$ cat src/rtl/cp0_trap_ctrl_pkg.sv
// Shared CPU constants for the CP0 trap path: cause codes, next-PC select
// encodings, CP0 register indices, and a helper that maps the prioritised
// trap decode onto the cause code written into CP0.
package cp0_trap_ctrl_pkg;

    localparam logic [4:0] CAUSE_NONE    = 5'b00000;
    localparam logic [4:0] CAUSE_SYSCALL = 5'b01000;
    localparam logic [4:0] CAUSE_BREAK   = 5'b01001;
    localparam logic [4:0] CAUSE_TEQ     = 5'b01101;

    localparam logic [1:0] PCSEL_SEQ = 2'b00;
    localparam logic [1:0] PCSEL_VEC = 2'b01;
    localparam logic [1:0] PCSEL_EPC = 2'b10;

    localparam logic [4:0] CP0_STATUS_IDX = 5'd12;
    localparam logic [4:0] CP0_CAUSE_IDX  = 5'd13;
    localparam logic [4:0] CP0_EPC_IDX    = 5'd14;

    typedef enum logic [1:0] {
        CNT_SYSCALL = 2'd0,
        CNT_BREAK   = 2'd1,
        CNT_TEQ     = 2'd2,
        CNT_ERET    = 2'd3
    } cnt_sel_e;

    // Inputs are already prioritised, so at most one is high.
    function automatic logic [4:0] trap_cause(input logic sys, input logic brk,
                                              input logic teq);
        logic [4:0] c;
        c = CAUSE_NONE;
        if (sys)      c = CAUSE_SYSCALL;
        else if (brk) c = CAUSE_BREAK;
        else if (teq) c = CAUSE_TEQ;
        return c;
    endfunction

endpackage

$ cat src/rtl/cp0_trap_ctrl_sat_counter.sv
// trap_sat_counter: per-cause debug counter, increments on inc unless hold,
// sticks at all-ones. Ports: clk, cp0_rst (async, active-high), inc, hold,
// cnt (registered count, updates on the rising edge).
module trap_sat_counter #(
    parameter int CNT_W = 16
) (
    input  logic             clk,
    input  logic             cp0_rst,
    input  logic             inc,
    input  logic             hold,
    output logic [CNT_W-1:0] cnt
);

    logic [CNT_W-1:0] cnt_q;

    always_ff @(posedge clk or posedge cp0_rst) begin
        if (cp0_rst) begin
            cnt_q <= '0;
        end else if (inc && !hold && (cnt_q != '1)) begin
            cnt_q <= cnt_q + 1'b1;
        end
    end

    assign cnt = cnt_q;

endmodule

$ cat src/rtl/cp0_trap_ctrl.sv
// cp0_trap_ctrl: decodes SYSCALL/BREAK/TEQ/ERET into the CP0 cause code and
// next-PC select, tracks exception nesting depth, latches lockup on nesting
// overflow and eret_err on an unmatched ERET, and keeps per-cause counters.
// Ports: clk, cp0_rst, ena, decode + rs/rt in; cause/exc_take/eret_take/
// pc_sel/vector combinational out; depth/lockup/eret_err registered; cnt_sel
// selects the counter shown combinationally on cnt_out.
module cp0_trap_ctrl
    import cp0_trap_ctrl_pkg::*;
#(
    parameter logic [31:0] VECTOR_ADDR = 32'h0040_0004,
    parameter int          MAX_DEPTH   = 6,
    parameter int          CNT_W       = 16
) (
    input  logic             clk,
    input  logic             cp0_rst,
    input  logic             ena,
    input  logic             is_syscall,
    input  logic             is_break,
    input  logic             is_teq,
    input  logic             is_eret,
    input  logic [31:0]      rs_val,
    input  logic [31:0]      rt_val,
    output logic [4:0]       cause,
    output logic             exc_take,
    output logic             eret_take,
    output logic [1:0]       pc_sel,
    output logic [31:0]      vector,
    output logic [2:0]       depth,
    output logic             lockup,
    output logic             eret_err,
    input  logic [1:0]       cnt_sel,
    output logic [CNT_W-1:0] cnt_out
);

    localparam logic [2:0] MAX_D = 3'(MAX_DEPTH);

    logic [2:0] depth_q;
    logic       lockup_q;
    logic       eret_err_q;

    // Priority ERET > SYSCALL > BREAK > TEQ; TEQ only counts as a trap when
    // the operands match, otherwise it is an ordinary instruction.
    logic sel_eret, sel_sys, sel_brk, sel_teq, trap_req, active, overflow;

    assign sel_eret = is_eret;
    assign sel_sys  = !is_eret && is_syscall;
    assign sel_brk  = !is_eret && !is_syscall && is_break;
    assign sel_teq  = !is_eret && !is_syscall && !is_break && is_teq
                      && (rs_val == rt_val);
    assign trap_req = sel_sys || sel_brk || sel_teq;

    // Lockup freezes everything until reset, exactly like ena low.
    assign active    = ena && !lockup_q;
    assign exc_take  = active && trap_req && (depth_q < MAX_D);
    assign overflow  = active && trap_req && (depth_q >= MAX_D);
    assign eret_take = active && sel_eret;

    // Overflowing traps leave cause at NONE so CP0 is not written.
    assign cause  = exc_take ? trap_cause(sel_sys, sel_brk, sel_teq) : CAUSE_NONE;
    assign pc_sel = exc_take  ? PCSEL_VEC :
                    eret_take ? PCSEL_EPC : PCSEL_SEQ;
    assign vector = VECTOR_ADDR;

    always_ff @(posedge clk or posedge cp0_rst) begin
        if (cp0_rst) begin
            depth_q    <= '0;
            lockup_q   <= 1'b0;
            eret_err_q <= 1'b0;
        end else begin
            if (exc_take) begin
                depth_q <= depth_q + 3'd1;
            end else if (eret_take && (depth_q != 3'd0)) begin
                depth_q <= depth_q - 3'd1;
            end
            if (overflow) begin
                lockup_q <= 1'b1;
            end
            // Unmatched ERET still returns to EPC but is flagged.
            if (eret_take && (depth_q == 3'd0)) begin
                eret_err_q <= 1'b1;
            end
        end
    end

    assign depth    = depth_q;
    assign lockup   = lockup_q;
    assign eret_err = eret_err_q;

    logic             cnt_hold;
    logic [CNT_W-1:0] cnt_sys, cnt_brk, cnt_teq, cnt_eret;

    assign cnt_hold = lockup_q || !ena;

    trap_sat_counter #(.CNT_W(CNT_W)) u_cnt_sys (
        .clk(clk), .cp0_rst(cp0_rst), .inc(exc_take && sel_sys),
        .hold(cnt_hold), .cnt(cnt_sys)
    );
    trap_sat_counter #(.CNT_W(CNT_W)) u_cnt_brk (
        .clk(clk), .cp0_rst(cp0_rst), .inc(exc_take && sel_brk),
        .hold(cnt_hold), .cnt(cnt_brk)
    );
    trap_sat_counter #(.CNT_W(CNT_W)) u_cnt_teq (
        .clk(clk), .cp0_rst(cp0_rst), .inc(exc_take && sel_teq),
        .hold(cnt_hold), .cnt(cnt_teq)
    );
    // Every taken ERET counts, including the unmatched ones.
    trap_sat_counter #(.CNT_W(CNT_W)) u_cnt_eret (
        .clk(clk), .cp0_rst(cp0_rst), .inc(eret_take),
        .hold(cnt_hold), .cnt(cnt_eret)
    );

    always_comb begin
        cnt_out = '0;
        case (cnt_sel_e'(cnt_sel))
            CNT_SYSCALL: cnt_out = cnt_sys;
            CNT_BREAK:   cnt_out = cnt_brk;
            CNT_TEQ:     cnt_out = cnt_teq;
            CNT_ERET:    cnt_out = cnt_eret;
            default:     cnt_out = '0;
        endcase
    end

endmodule

$ cat config.mk
export PLATFORM = sky130hd
export DESIGN_NAME = cp0_trap_ctrl
export DESIGN_NICKNAME = d
export VERILOG_FILES = /design/src/rtl/cp0_trap_ctrl_pkg.sv /design/src/rtl/cp0_trap_ctrl_sat_counter.sv /design/src/rtl/cp0_trap_ctrl.sv
export SDC_FILE = /design/constraint.sdc
export NUM_CORES = 1
export LEC_CHECK = 0
export CAP_MARGIN = 10
export CORE_MARGIN = 10
export CORE_UTILIZATION = 48
export CTS_CLUSTER_SIZE = 24
export DETAILED_ROUTE_END_ITERATION = 8
export PLACE_DENSITY = 0.93
export SLEW_MARGIN = 30
export SYNTH_ARGS = -nofsm -noshare
export SYNTH_HDL_FRONTEND = slang
export SYNTH_SLANG_ARGS = --single-unit
$ cat constraint.sdc
create_clock -name clk -period 2.66 [get_ports clk]
set_input_delay 0.532 -clock clk [delete_from_list [all_inputs] [get_ports clk]]
set_output_delay 0.532 -clock clk [all_outputs]
set_load 0.005 [all_outputs]
# Yosys cells after proc, flatten, opt, wreduce, memory -nomap -nowiden
# Index checks and enable logic that the tools add are counted.
[totals]
regBits = 69
input_bits = 73
elab_cells = 69
output_inout_bits = 62
[classes]
eq_ne = 8
n_lt_le_gt_ge = 2
reduce_logical = 37
n_addsub = 6
muxes = 9
[op_table]
columns = ["op", "n"]
rows = [
  ["adder 16 x 1 -> 16 bit, second input constant", 4],
  ["!= test 16 bit, second input constant", 4],
  ["case mux 16 bit (4 select lines)", 1],
  ["== test 32 bit", 1],
  ["logical AND 1 bit", 24],
  ["2-to-1 mux 4 bit", 3],
  ["logical NOT 1 bit", 6],
  ["2-to-1 mux 3 bit", 2],
  ["2-to-1 mux 5 bit", 1],
  ["== test 2 bit, second input constant", 2],
  ["2-to-1 mux 2 bit", 2],
  ["adder 3 x 1 -> 3 bit, second input constant", 1],
  [">= comparator 3 bit, second input constant", 1],
  ["logical NOT 3 bit", 1],
  ["logical OR 1 bit", 3],
  ["less-than comparator 3 bit, second input constant", 1],
  ["nonzero test 3 bit", 1],
  ["subtractor 3 x 1 -> 3 bit, second input constant", 1],
  ["== test 2 x 1 -> 1 bit, second input constant", 1],
  ["logical NOT 2 bit", 1],
  ["nonzero test 2 bit", 1],
]

# Longest topological paths before layout
[logic_depth]
depth_word = 11
mapped_depth = 10
mapped_depth_nobuf = 10

# Cells and area by module
# From an unflattened synthesis, not the netlist that was laid out.
[hier_totals]
hier_cells = 447
hier_area_um2 = 4710.8
[modules_own_cells]
columns = ["mod", "seq_area_each_um2", "cells_per_inst", "n_inst", "area_per_inst_um2"]
rows = [
  ["trap_sat_counter", 400.4, 74, 4, 822.0],
  ["cp0_trap_ctrl", 125.1, 151, 1, 1422.6],
]

# Worst setup path after synthesis
# Ideal clock, no wire load.
[synth_timing]
path_kind = "input port to flip-flop"
from = "input rs_val[10]"
to = "register depth_q[2] (netlist: depth[2])"
arrival_time_ps = 2769
n_path_buf = 0
path_stages = 10
path_slack_ps = -229
required_ps = 2540
setup_time_ps = 120
cell_sequence = "nor2b_1 -> a2111o_1 -> nor4_2 -> nand3_2 -> a21oi_1 -> inv_1 -> fa_1 -> a211oi_1 -> a21oi_1 -> o211a_1"
[synth_via]
elab_chain_cells = 6
word_cells_on_any_way = 7
classes_between = "1 x eq/ne; 1 x mux; 5 x reduce/logical"
[synth_lines]
columns = ["item", "line_no", "source"]
rows = [
  ["start, declared", "cp0_trap_ctrl.sv:21", "input logic [31:0] rs_val,"],
  ["== test 32 bit (*)", "cp0_trap_ctrl.sv:49", "&& (rs_val == rt_val);"],
  ["logical AND 1 bit (*)", "cp0_trap_ctrl.sv:49", ""],
  ["logical OR 1 bit (*)", "cp0_trap_ctrl.sv:50", "assign trap_req = sel_sys || sel_brk || sel_teq;"],
  ["logical AND 1 bit (*) (2 in a row)", "cp0_trap_ctrl.sv:54", "assign exc_take = active && trap_req && (depth_q < MAX_D);"],
  ["named net exc_take", "cp0_trap_ctrl.sv:24", "output logic exc_take,"],
  ["2-to-1 mux 3 bit / nonzero test 2 bit (equally long branches)", "--", ""],
  ["end signal, assigned", "cp0_trap_ctrl.sv:71", "depth_q <= depth_q + 3'd1;"],
  ["end signal, assigned", "cp0_trap_ctrl.sv:73", "depth_q <= depth_q - 3'd1;"],
  ["end, declared", "cp0_trap_ctrl.sv:37", "logic [2:0] depth_q;"],
]
# The timed path passes the listed nets; every way through them passes the cells marked *.
# A chain may end at the register's enable or synchronous reset.

# Worst setup path after layout
[layout_timing]
from = "input ena"
to = "output pc_sel[1]"
[layout_via]
elab_chain_cells = 4
word_cells_on_any_way = 6
classes_between = "2 x mux; 4 x reduce/logical"
[layout_lines]
columns = ["item", "line_no", "source"]
rows = [
  ["start, declared", "cp0_trap_ctrl.sv:16", "input logic ena,"],
  ["logical AND 1 bit (*)", "cp0_trap_ctrl.sv:53", "assign active = ena && !lockup_q;"],
  ["logical AND 1 bit (on tied branches)", "cp0_trap_ctrl.sv:56, cp0_trap_ctrl.sv:54", ""],
  ["2-to-1 mux 2 bit / logical AND 1 bit (equally long branches)", "cp0_trap_ctrl.sv:61, cp0_trap_ctrl.sv:54", ""],
  ["2-to-1 mux 2 bit (*)", "cp0_trap_ctrl.sv:60", "assign pc_sel = exc_take ? PCSEL_VEC :"],
  ["end, declared", "cp0_trap_ctrl.sv:26", "output logic [1:0] pc_sel,"],
]
# Every way passes the cells marked *; elsewhere a longest branch is shown, timed or not.

==> flow_summary_export.csv <==
group,metric,value,unit
yosys,ys_seq_area_share,39.7,%
cells_and_area,area_delta_synth_final,36.3,%
floorplanning,die_w,115,µm
worst_setup_path,cp-start-kind,"input port",
detailed_routing,wl_per_cell,21.1,µm
yosys,synth_top_area_share,39.7,%
cells_and_area,multi_input_comb_area,2550,µm²
global_routing,grt_usage,19.8,%
detailed_routing,firstDrtPassIters,5,
yosys,synth_area,4350,µm²
yosys,synth_cell_types,46,
pwr,p_leak,2.92,nW
sta,finalClockSkew,0.0106,ns
detailed_routing,postRouteAntennaNets,0,
sta,fin_crit,2.66,ns
sta,fin_ws,0.00113,ns
global_routing,antenna_found_initial,2,
place,dpl_worst_slack,-0.623,ns
yosys,synth.largest_area_cell,"dfrtp_1",
sta,setup_tns,0,ns
worst_setup_path,path_class,"in -> out",
global_routing,grt_pass1_wl,20800,µm
worst_setup_path,cp_max_fo,4,
pwr,powerDensity,517,nW/µm²
worst_setup_path,timing.rr.end,"u_cnt_brk.cnt[15]",
floorplanning,coreArea,8760,µm²
worst_setup_path,crit_family,"buffers and inverters",
sta,finalMaxSlewViolations,0,
cells_and_area,n_fill_cell,595,
sta,fin_hold_ws,0.460,ns
status,outcome,"completed",
floorplanning,fp.dieH,115,µm
floorplanning,dieArea,13300,µm²
floorplanning,boundaryPins,135,
place,gp_congestion,0.842,
yosys,synth_cells,408,
cells_and_area,drive_above_1_share,23.1,%
cts,cts-root-buf,"clkbuf_8",
global_routing,overflow,0,
cells_and_area,final_cells,655,
sta,period_share,100,%
yosys,ys_top_cells_by_count,"dfrtp_1 (69), xnor2_1 (60), buf_4 (35)",
pwr,finalPower,3.06,mW
sta,tightest_slew,0.587,ns
yosys,ys_ff_latch,69,
worst_setup_path,cp_num_buf_inv,4,
sta,clock.fmax,376,MHz
place,numPortBuffers,100,
yosys,synth_edf_count,0,
worst_setup_path,r2r_slack,0.39,ns
yosys,synth_area_per_cell,10.7,µm²
place,dpl_cell_area,5530,µm²
cells_and_area,final_core_util,67.7,%
worst_setup_path,critical_path.max_stage_delay,0.53,ns
flow_run,maxCapViolCount,0,
cells_and_area,final_cell_area,5930,µm²
worst_setup_path,critical_path.cell_chain,"clkdlybuf4s50_1, nor2b_2, buf_4, nand2_1, inv_1, clkdlybuf4s50_1",
cts,cts_sinks,69,
sta,rsz0062_at_grt,"true",
place,hpwl,9880,µm
floorplanning,num_rows,34,
cts,cts.htree.levels,3,
detailed_routing,via_count,3742,
worst_setup_path,cp.arrival,2.13,ns
worst_setup_path,worstPathRequired,2.13,ns
detailed_routing,wl,13800,µm
worst_setup_path,endpoint_kind,"primary output",
yosys,yosysWarnings,0,
detailed_routing,drc,0,
cells_and_area,nets,619,
detailed_routing,first_iter_violations,305,
cts,cts_buffer_depth,2,
cts,clkTransAtPathRegs,0.07,ns
yosys,ys_top_cells_by_area,"dfrtp_1 (40%), xnor2_1 (12%), mux4_2 (8.3%)",
worst_hold_path,worstHoldEndpoint,"eret_err",
pwr,peakVddDrop,0.000356,V
cts,cts_buffers,9,
worst_hold_path,whs_path_depth,1,
worst_setup_path,crit_top_cell,"clkdlybuf4s50_1",
cts,cts_tree,"done",
global_routing,grt_start_max_net_pins,70,
worst_setup_path,rr_worst_depth,7,
sta,setup_viol,0,
floorplanning,start_util,49.7,%
yosys,async_flop_share,100,%
worst_setup_path,regToRegStartpoint,"depth[2]",
detailed_routing,vias_per_cell,5.71,
yosys,synth_most_common_cell,"dfrtp_1",
sta,hold_viol_final,0,
global_routing,grt_pass1_vias,3871,
cts,clk_latency,0.36,ns
yosys,ys.flop_type,"dfrtp_1",
sta,worst_slew_margin_rel,60.8,%
worst_setup_path,critPathSlowestCell,"clkdlybuf4s50_1",
worst_hold_path,min_from,"eret_err",
place,dp.cells,630,
worst_hold_path,hold_path.class,"reg -> reg",
cells_and_area,regArea,1730,µm²
-- layout make-up --
cell class | count | area share [%]
diodes | 2 | 0.0844
inverters | 11 | 0.696
clock buffers | 10 | 2.32
well taps | 108 | 2.28
multi-input cells | 319 | 43.0
clock inverters | 5 | 1.27
flip-flops and latches | 69 | 29.1
repair buffers | 131 | 21.3
-- placed cells by master (no fill, tap or decap), types with 4 or more instances in the layout --
cell type and instances:
dfrtp_1 69, xnor2_1 55, conb_1 34, nand2_1 30, dlymetal6s2s_1 28, buf_4 25
nand3_1 24, clkdlybuf4s50_1 24, xor2_1 22, nor2_1 21, nand4_1 19, dlygate4sd2_1 19
mux4_2 16, clkbuf_2 14, and3_1 10, clkbuf_8 10, clkdlybuf4s15_1 10, and4_1 8
inv_1 8, nor3_1 7, xor2_2 7, and2_1 6, nor2_2 6, xnor2_2 5
nor2_4 5, ha_1 4, buf_2 4
-- worst max-delay path by stage --
stage / end / slack (ns) / depth (start not counted) / from
2_1_floorplan: depth[2] / 0.1 / 10 / rs_val[10]
3_3_place_gp: exc_take / -0.46 / 8 / rs_val[0]
3_5_place_dp: exc_take / -0.62 / 8 / rt_val[7]
4_1_cts: exc_take / 0.0006 / 8 / is_teq
5_1_grt: depth[2] / -0.10 / 14 / rs_val[30]
6_report: pc_sel[1] / 0.001 / 6 / ena
-- flip-flops by register name, indices dropped and copies added, names as in the netlist --
register        count
u_cnt_brk.cnt      16
u_cnt_sys.cnt      16
u_cnt_teq.cnt      16
depth               3
u_cnt_eret.cnt     16
lockup              1
eret_err            1
-- layer usage --
metal  GRT usage, %  vias up  wire length [µm]
met5              0        -                 0
met3           4.48       50               871
met2           37.1      177              7760
li1               -     1620                 -
met4           6.68        0               525
met1           21.4     1895              4650
-- where the power goes --
group	internal [mW]	total [mW]	switching (mW)
Combinational	0.444	0.776	0.332
Sequential	1.16	1.33	0.176
Clock	0.543	0.957	0.413
Total	2.14	3.06	0.921
-- repair_timing --
item,in CTS,in global routing
setup endpoints to repair,33,18
cloned,1,0
buffers inserted,5,2
pin swaps,26,39
hold buffers,0,0
resized for setup,82,73
-- kinds of logic (layout without fill, tap and decap cells) --
kind of cell | count (synthesis) | count (layout) | share of synthesized area (%)
and+or+nand+nor | 153 | 153 | 19.7
other | 2 | 36 | 0.173
xor gates and xnor gates | 89 | 89 | 18.8
adders and majority gates | 5 | 5 | 1.61
muxes | 19 | 19 | 9.06
DFF | 69 | 69 | 39.7
buffers and inverters | 52 | 157 | 7.68
AOI/OAI and AO/OA | 19 | 19 | 3.36
(Power assumes the default switching activity.)
